===== src/rtl/muldiv_hilo.sv =====
// Iterative multiply/divide unit owning the HI/LO registers.
// 32 shift-add or shift-subtract iterations on magnitudes, then a sign fix-up cycle.
module muldiv_hilo #(
   parameter int unsigned WIDTH = 32
) (
   input  logic             clk,
   input  logic             rst_n,
   input  logic             start,
   input  logic [1:0]       op,
   input  logic [WIDTH-1:0] x,
   input  logic [WIDTH-1:0] y,
   input  logic             we_hi,
   input  logic             we_lo,
   input  logic [WIDTH-1:0] wdata,
   output logic             busy,
   output logic             done,
   output logic [WIDTH-1:0] hi,
   output logic [WIDTH-1:0] lo
);

   localparam int unsigned CntW = $clog2(WIDTH);
   localparam logic [CntW-1:0] CntLast = CntW'(WIDTH - 1);

   typedef enum logic [1:0] {StIdle, StRun, StFix} state_e;

   state_e               state_q, state_d;
   logic [CntW-1:0]      cnt_q, cnt_d;
   logic                 is_div_q, is_div_d;
   logic                 neg_res_q, neg_res_d;
   logic                 x_neg_q, x_neg_d;
   logic [WIDTH-1:0]     a_q, a_d;
   logic [WIDTH-1:0]     b_q, b_d;
   logic [2*WIDTH-1:0]   acc_q, acc_d;
   logic [WIDTH-1:0]     hi_q, hi_d;
   logic [WIDTH-1:0]     lo_q, lo_d;
   logic                 done_q, done_d;

   logic                 x_sgn, y_sgn;
   logic [WIDTH-1:0]     x_mag, y_mag;
   logic [WIDTH:0]       mul_sum;
   logic [2*WIDTH-1:0]   mul_next;
   logic [WIDTH:0]       div_shift, div_diff;
   logic [2*WIDTH-1:0]   div_next;
   logic [2*WIDTH-1:0]   prod_fix;
   logic [WIDTH-1:0]     quo, rem, quo_fix, rem_fix, x_raw;

   // Signs only matter for the signed ops (op[0] == 0).
   assign x_sgn = ~op[0] & x[WIDTH-1];
   assign y_sgn = ~op[0] & y[WIDTH-1];
   assign x_mag = x_sgn ? -x : x;
   assign y_mag = y_sgn ? -y : y;

   // Multiply: acc = {partial, multiplier}; add multiplicand into the top, shift right.
   assign mul_sum  = {1'b0, acc_q[2*WIDTH-1:WIDTH]} + (acc_q[0] ? {1'b0, a_q} : '0);
   assign mul_next = {mul_sum, acc_q[WIDTH-1:1]};

   // Divide: acc = {remainder, dividend/quotient}; shift left, trial-subtract divisor.
   assign div_shift = acc_q[2*WIDTH-1:WIDTH-1];
   assign div_diff  = div_shift - {1'b0, b_q};
   assign div_next  = {(div_diff[WIDTH] ? div_shift[WIDTH-1:0] : div_diff[WIDTH-1:0]),
                       acc_q[WIDTH-2:0], ~div_diff[WIDTH]};

   assign prod_fix = neg_res_q ? -acc_q : acc_q;
   assign quo      = acc_q[WIDTH-1:0];
   assign rem      = acc_q[2*WIDTH-1:WIDTH];
   assign quo_fix  = neg_res_q ? -quo : quo;
   assign rem_fix  = x_neg_q ? -rem : rem;
   assign x_raw    = x_neg_q ? -a_q : a_q;

   always_comb begin
      state_d   = state_q;
      cnt_d     = cnt_q;
      is_div_d  = is_div_q;
      neg_res_d = neg_res_q;
      x_neg_d   = x_neg_q;
      a_d       = a_q;
      b_d       = b_q;
      acc_d     = acc_q;
      hi_d      = hi_q;
      lo_d      = lo_q;
      done_d    = 1'b0;
      unique case (state_q)
         StIdle: begin
            if (we_hi) hi_d = wdata;
            if (we_lo) lo_d = wdata;
            if (start) begin
               state_d   = StRun;
               cnt_d     = '0;
               is_div_d  = op[1];
               neg_res_d = x_sgn ^ y_sgn;
               x_neg_d   = x_sgn;
               a_d       = x_mag;
               b_d       = y_mag;
               acc_d     = {{WIDTH{1'b0}}, (op[1] ? x_mag : y_mag)};
            end
         end
         StRun: begin
            acc_d = is_div_q ? div_next : mul_next;
            cnt_d = cnt_q + 1'b1;
            if (cnt_q == CntLast) state_d = StFix;
         end
         StFix: begin
            done_d  = 1'b1;
            state_d = StIdle;
            if (!is_div_q) begin
               hi_d = prod_fix[2*WIDTH-1:WIDTH];
               lo_d = prod_fix[WIDTH-1:0];
            end else if (b_q == '0) begin
               // Divide by zero returns the dividend as issued and an all-ones quotient.
               hi_d = x_raw;
               lo_d = '1;
            end else begin
               hi_d = rem_fix;
               lo_d = quo_fix;
            end
         end
         default: state_d = StIdle;
      endcase
   end

   always_ff @(posedge clk) begin
      if (!rst_n) begin
         state_q   <= StIdle;
         cnt_q     <= '0;
         is_div_q  <= 1'b0;
         neg_res_q <= 1'b0;
         x_neg_q   <= 1'b0;
         a_q       <= '0;
         b_q       <= '0;
         acc_q     <= '0;
         hi_q      <= '0;
         lo_q      <= '0;
         done_q    <= 1'b0;
      end else begin
         state_q   <= state_d;
         cnt_q     <= cnt_d;
         is_div_q  <= is_div_d;
         neg_res_q <= neg_res_d;
         x_neg_q   <= x_neg_d;
         a_q       <= a_d;
         b_q       <= b_d;
         acc_q     <= acc_d;
         hi_q      <= hi_d;
         lo_q      <= lo_d;
         done_q    <= done_d;
      end
   end

   assign busy = (state_q != StIdle);
   assign done = done_q;
   assign hi   = hi_q;
   assign lo   = lo_q;

endmodule


===== config.mk =====
export PLATFORM = sky130hd
export DESIGN_NAME = muldiv_hilo
export DESIGN_NICKNAME = d
export VERILOG_FILES = /design/src/rtl/muldiv_hilo.sv
export SDC_FILE = /design/constraint.sdc
export NUM_CORES = 1
export LEC_CHECK = 0
export BUFFER_PORTS_ARGS = -buffer_cell sky130_fd_sc_hd__buf_4
export CAP_MARGIN = 15
export CORE_UTILIZATION = 35
export CTS_CLUSTER_SIZE = 10
export DETAILED_ROUTE_END_ITERATION = 6
export GPL_ROUTABILITY_DRIVEN = 1
export PLACE_DENSITY = 0.54
export SYNTH_ARGS = -nofsm -noshare
export SYNTH_HDL_FRONTEND = slang
export SYNTH_SLANG_ARGS = --single-unit

===== constraint.sdc =====
create_clock -name clk -period 3.8 [get_ports clk]
set_input_delay 0 -clock clk [delete_from_list [all_inputs] [get_ports clk]]
set_output_delay 0 -clock clk [all_outputs]
set_load 0.02 [all_outputs]

==> run metrics <==
outcome complete, no violations; hold_sp y[27]; clock sink count 203; DP Worst Slack -55.7 ps; vias per std cell 5.99; Cells after Synth 2,279; area leader, netlist dfxtp_1; final hold slack 18.2 ps; Synth Flop Type dfxtp_1; Post-DP HPWL 56,900 microns; residual DRC count 0; worst hold path stage count 3; Post-synth EDFFs 0; internal power 4620 uW; DIE WIDTH 222 microns; Cell Rows 80; final period utilization 95.0%; Pre-Repair DR Iteration Count 5; clk_lat worst skew 560 ps; CP bufs+invs 1; fin crit period 3610 ps; most frequent cells in the layout buf_4 (270), nor2_1 (220), a21oi_1 (208); LEAKAGE 0.00832 uW; Critical Path Fanout Max 7; Switching Power 2600 uW; Seq cells post-synth 203; syn avg cell area 7.41 sq um; drt first-iter violations 1,667; GR met3 Demand/Resource 4.21%; Setup TNS 0 ps; first-pass GRT wire length 109,000 microns; sequential power share 34.5%; vias in the first global route 17,936; Pins Over Slew Limit 0; Die ar. 49,100 sq um; yosys warns 0; share of layout cells above drive strength 1 14.1%; switching share of power 36.1%; unrepaired setup endpoints after global routing no; final clock skew 22.5 ps; GRT busiest layer met2; Hold Path End b_q[27]; Routed WL 72,900 microns; I/O Buffers 168; io pins 169; startpoint types flip-flop; synthesized area 16,900 sq um; Yosys top cell area share 24.1%; Worst Setup Path Type flip-flop to flip-flop; syn_nets 2,455; Crit Reg-Reg Startpoint acc_q[1]; Peak supply drop 0.000308 V; fraction of registers with async set/reset 0%; Root Buffer clkbuf_16; most common cell after layout, fill and taps aside buf_4; worst r2r path cells 10; postcts setup bufs 0; sequential share of the synthesized area 24.1%; MaxCap Viol Count 0; clock buffer depth 3; met2 GRT Util 48.0%; CP arrival 4060 ps; clk slew on worst S/H paths 60 ps; Overflow after GRT 0; Die H 222 microns; crit path capture type flip-flop; total track usage 28.7%; Synth area leaders dfxtp_1 (24%), xnor2_1 (6.3%), a21oi_1 (6.2%); clock power share 33.3%; Comb pwr share 32.2%; maximum clock rate 0.277 GHz; GR Layer Usage met1 37.5%; R2R setup slack 190 ps; Core Box Area 47,600 sq um; crit-path leading delay family simple AND/OR/NAND/NOR gates; Avg WL per Cell 23.3 microns; CP Cell Sequence inv_1 -> ha_1 -> or3b_2 -> or3_1 -> nor4_2 -> and2_1 -> nor2_1 -> a2111oi_1 -> nor4_1 -> a31o_2; pin count of the biggest net entering global routing 94; final hold violations 0; Min-Delay Path Class input pin to flip-flop; nets 2,670; Antenna Nets Post-Route 0; PwrDens 347 nW/um^2; Final GP Congestion 1.06; reg-to-reg endpoint hi[0]; initial antenna violation count 3; Area Overhead vs Synth 23.4%; via count 18,700; worst rel slew slack 29.3%; distinct cell type count after synthesis 78; Final WS setup 189 ps; TritonCTS Buffers 26; endpoints failing setup 0; WP data required 4250 ps; worst slew pin tran 1060 ps; Worst path max stage delay 690 ps; starting density of the core 35.5%; CTS tree built; CTS H-Tree Depth 1; CP max stage cell a2111oi_1
==> power groups by stage <==
stage	Clock (uW)	Sequential (uW)	Combinational [uW]
3_3_place_gp	0	2520	2190
5_1_grt	2540	2500	2500
4_1_cts	2440	2480	2280
2_1_floorplan	0	2490	1360
3_5_place_dp	0	2530	2200
6_report	2410	2490	2330
==> metrics by stage <==
| stage | total power (uW) | cells | utilization [%] | cell area [sq um] |
|---|---|---|---|---|
| after global routing | 7540 | 3121 | 43.7 | 20800 |
| after global placement | 4710 | 2991 | 40.1 | 19100 |
| after floorplan | 3860 | 2279 | - | 16900 |
| after detailed placement | 4730 | 2991 | 40.1 | 19100 |
| after CTS | 7210 | 3121 | 43.7 | 20800 |
| final | 7220 | 3123 | 43.7 | 20800 |
==> cells by family (layout without fill, tap and decap cells) <==
group	Yosys count	in the layout	synth area share, %
AO/OA/AOI/OAI	765	765	29.4
XOR/XNOR	214	214	11.1
adder cells (fa/ha/maj)	73	73	5.50
buffers and inverters	241	468	5.43
flip-flops	203	203	24.1
multiplexers	57	57	3.50
other	0	2	0
AND/OR/NAND/NOR	726	726	21.0
==> worst min-delay path, cell delays in order <==
cell      delay, ps
buf_4           110
xor2_1          170
a211oi_1        240
==> Yosys cell counts, types with 8 or more instances <==
| cell | n |
|---|---|
| a211oi_1 | 112 |
| a21o_1 | 36 |
| a21oi_1 | 208 |
| a221oi_1 | 23 |
| a22oi_1 | 12 |
| a311oi_1 | 13 |
| a31oi_1 | 26 |
| and2_1 | 44 |
| and3_1 | 20 |
| buf_1 | 8 |
| clkbuf_1 | 162 |
| dfxtp_1 | 203 |
| ha_1 | 71 |
| inv_1 | 65 |
| mux2i_1 | 49 |
| nand2_1 | 187 |
| nand2b_1 | 22 |
| nand3_1 | 46 |
| nand4_1 | 19 |
| nor2_1 | 221 |
| nor2b_1 | 13 |
| nor3_1 | 30 |
| nor4_1 | 36 |
| o211ai_1 | 17 |
| o21a_1 | 10 |
| o21ai_0 | 152 |
| o21ai_1 | 11 |
| o221ai_1 | 31 |
| o22ai_1 | 14 |
| o31ai_1 | 29 |
| o41ai_1 | 18 |
| or2_2 | 10 |
| or3_1 | 29 |
| or4_1 | 20 |
| xnor2_1 | 122 |
| xor2_1 | 92 |
==> area by class of cell <==
| class | instances | area, sq um |
|---|---|---|
| sequential | 203 | 4070 |
| fill | 4875 | 26800 |
| clock buffer | 36 | 748 |
| inverter | 66 | 250 |
| tap | 615 | 769 |
| antenna | 2 | 5.00 |
| multi-input combinational | 1835 | 12000 |
| timing repair buffer | 362 | 2970 |
| clock inverter | 4 | 58.8 |
==> layer usage <==
layer	vias up	routed length, microns
met3	156	5190
met2	759	33700
met1	8972	31300
li1	8813	-
met4	0	2660
met5	-	0
==> sequential cells by signal, summed over array words and instances (netlist names) <==
name / flops
b_q: 32
cnt_q: 5
hi: 32
a_q: 32
neg_res_q: 1
is_div_q: 1
done: 1
acc_q: 64
x_neg_q: 1
lo: 32
state_q: 2
==> how the worst max path moves through the flow <==
stage                     startpoint   endpoint  depth (start not counted)
after global routing       acc_q[31]  acc_q[47]                         12
after detailed placement    acc_q[1]      hi[0]                         10
after floorplan            acc_q[31]  acc_q[58]                         13
after CTS                   acc_q[1]      hi[0]                         10
final                       acc_q[1]      hi[0]                         10
after global placement      acc_q[1]      hi[0]                         10
==> repair_timing <==
item,in CTS,in global routing
setup endpoints to repair,1,11
gates cloned,0,0
gates resized for setup,1,3
endpoints found under the hold margin,120,0
hold buffers,90,0
No activity file was read; power rests on OpenSTA's default activity.
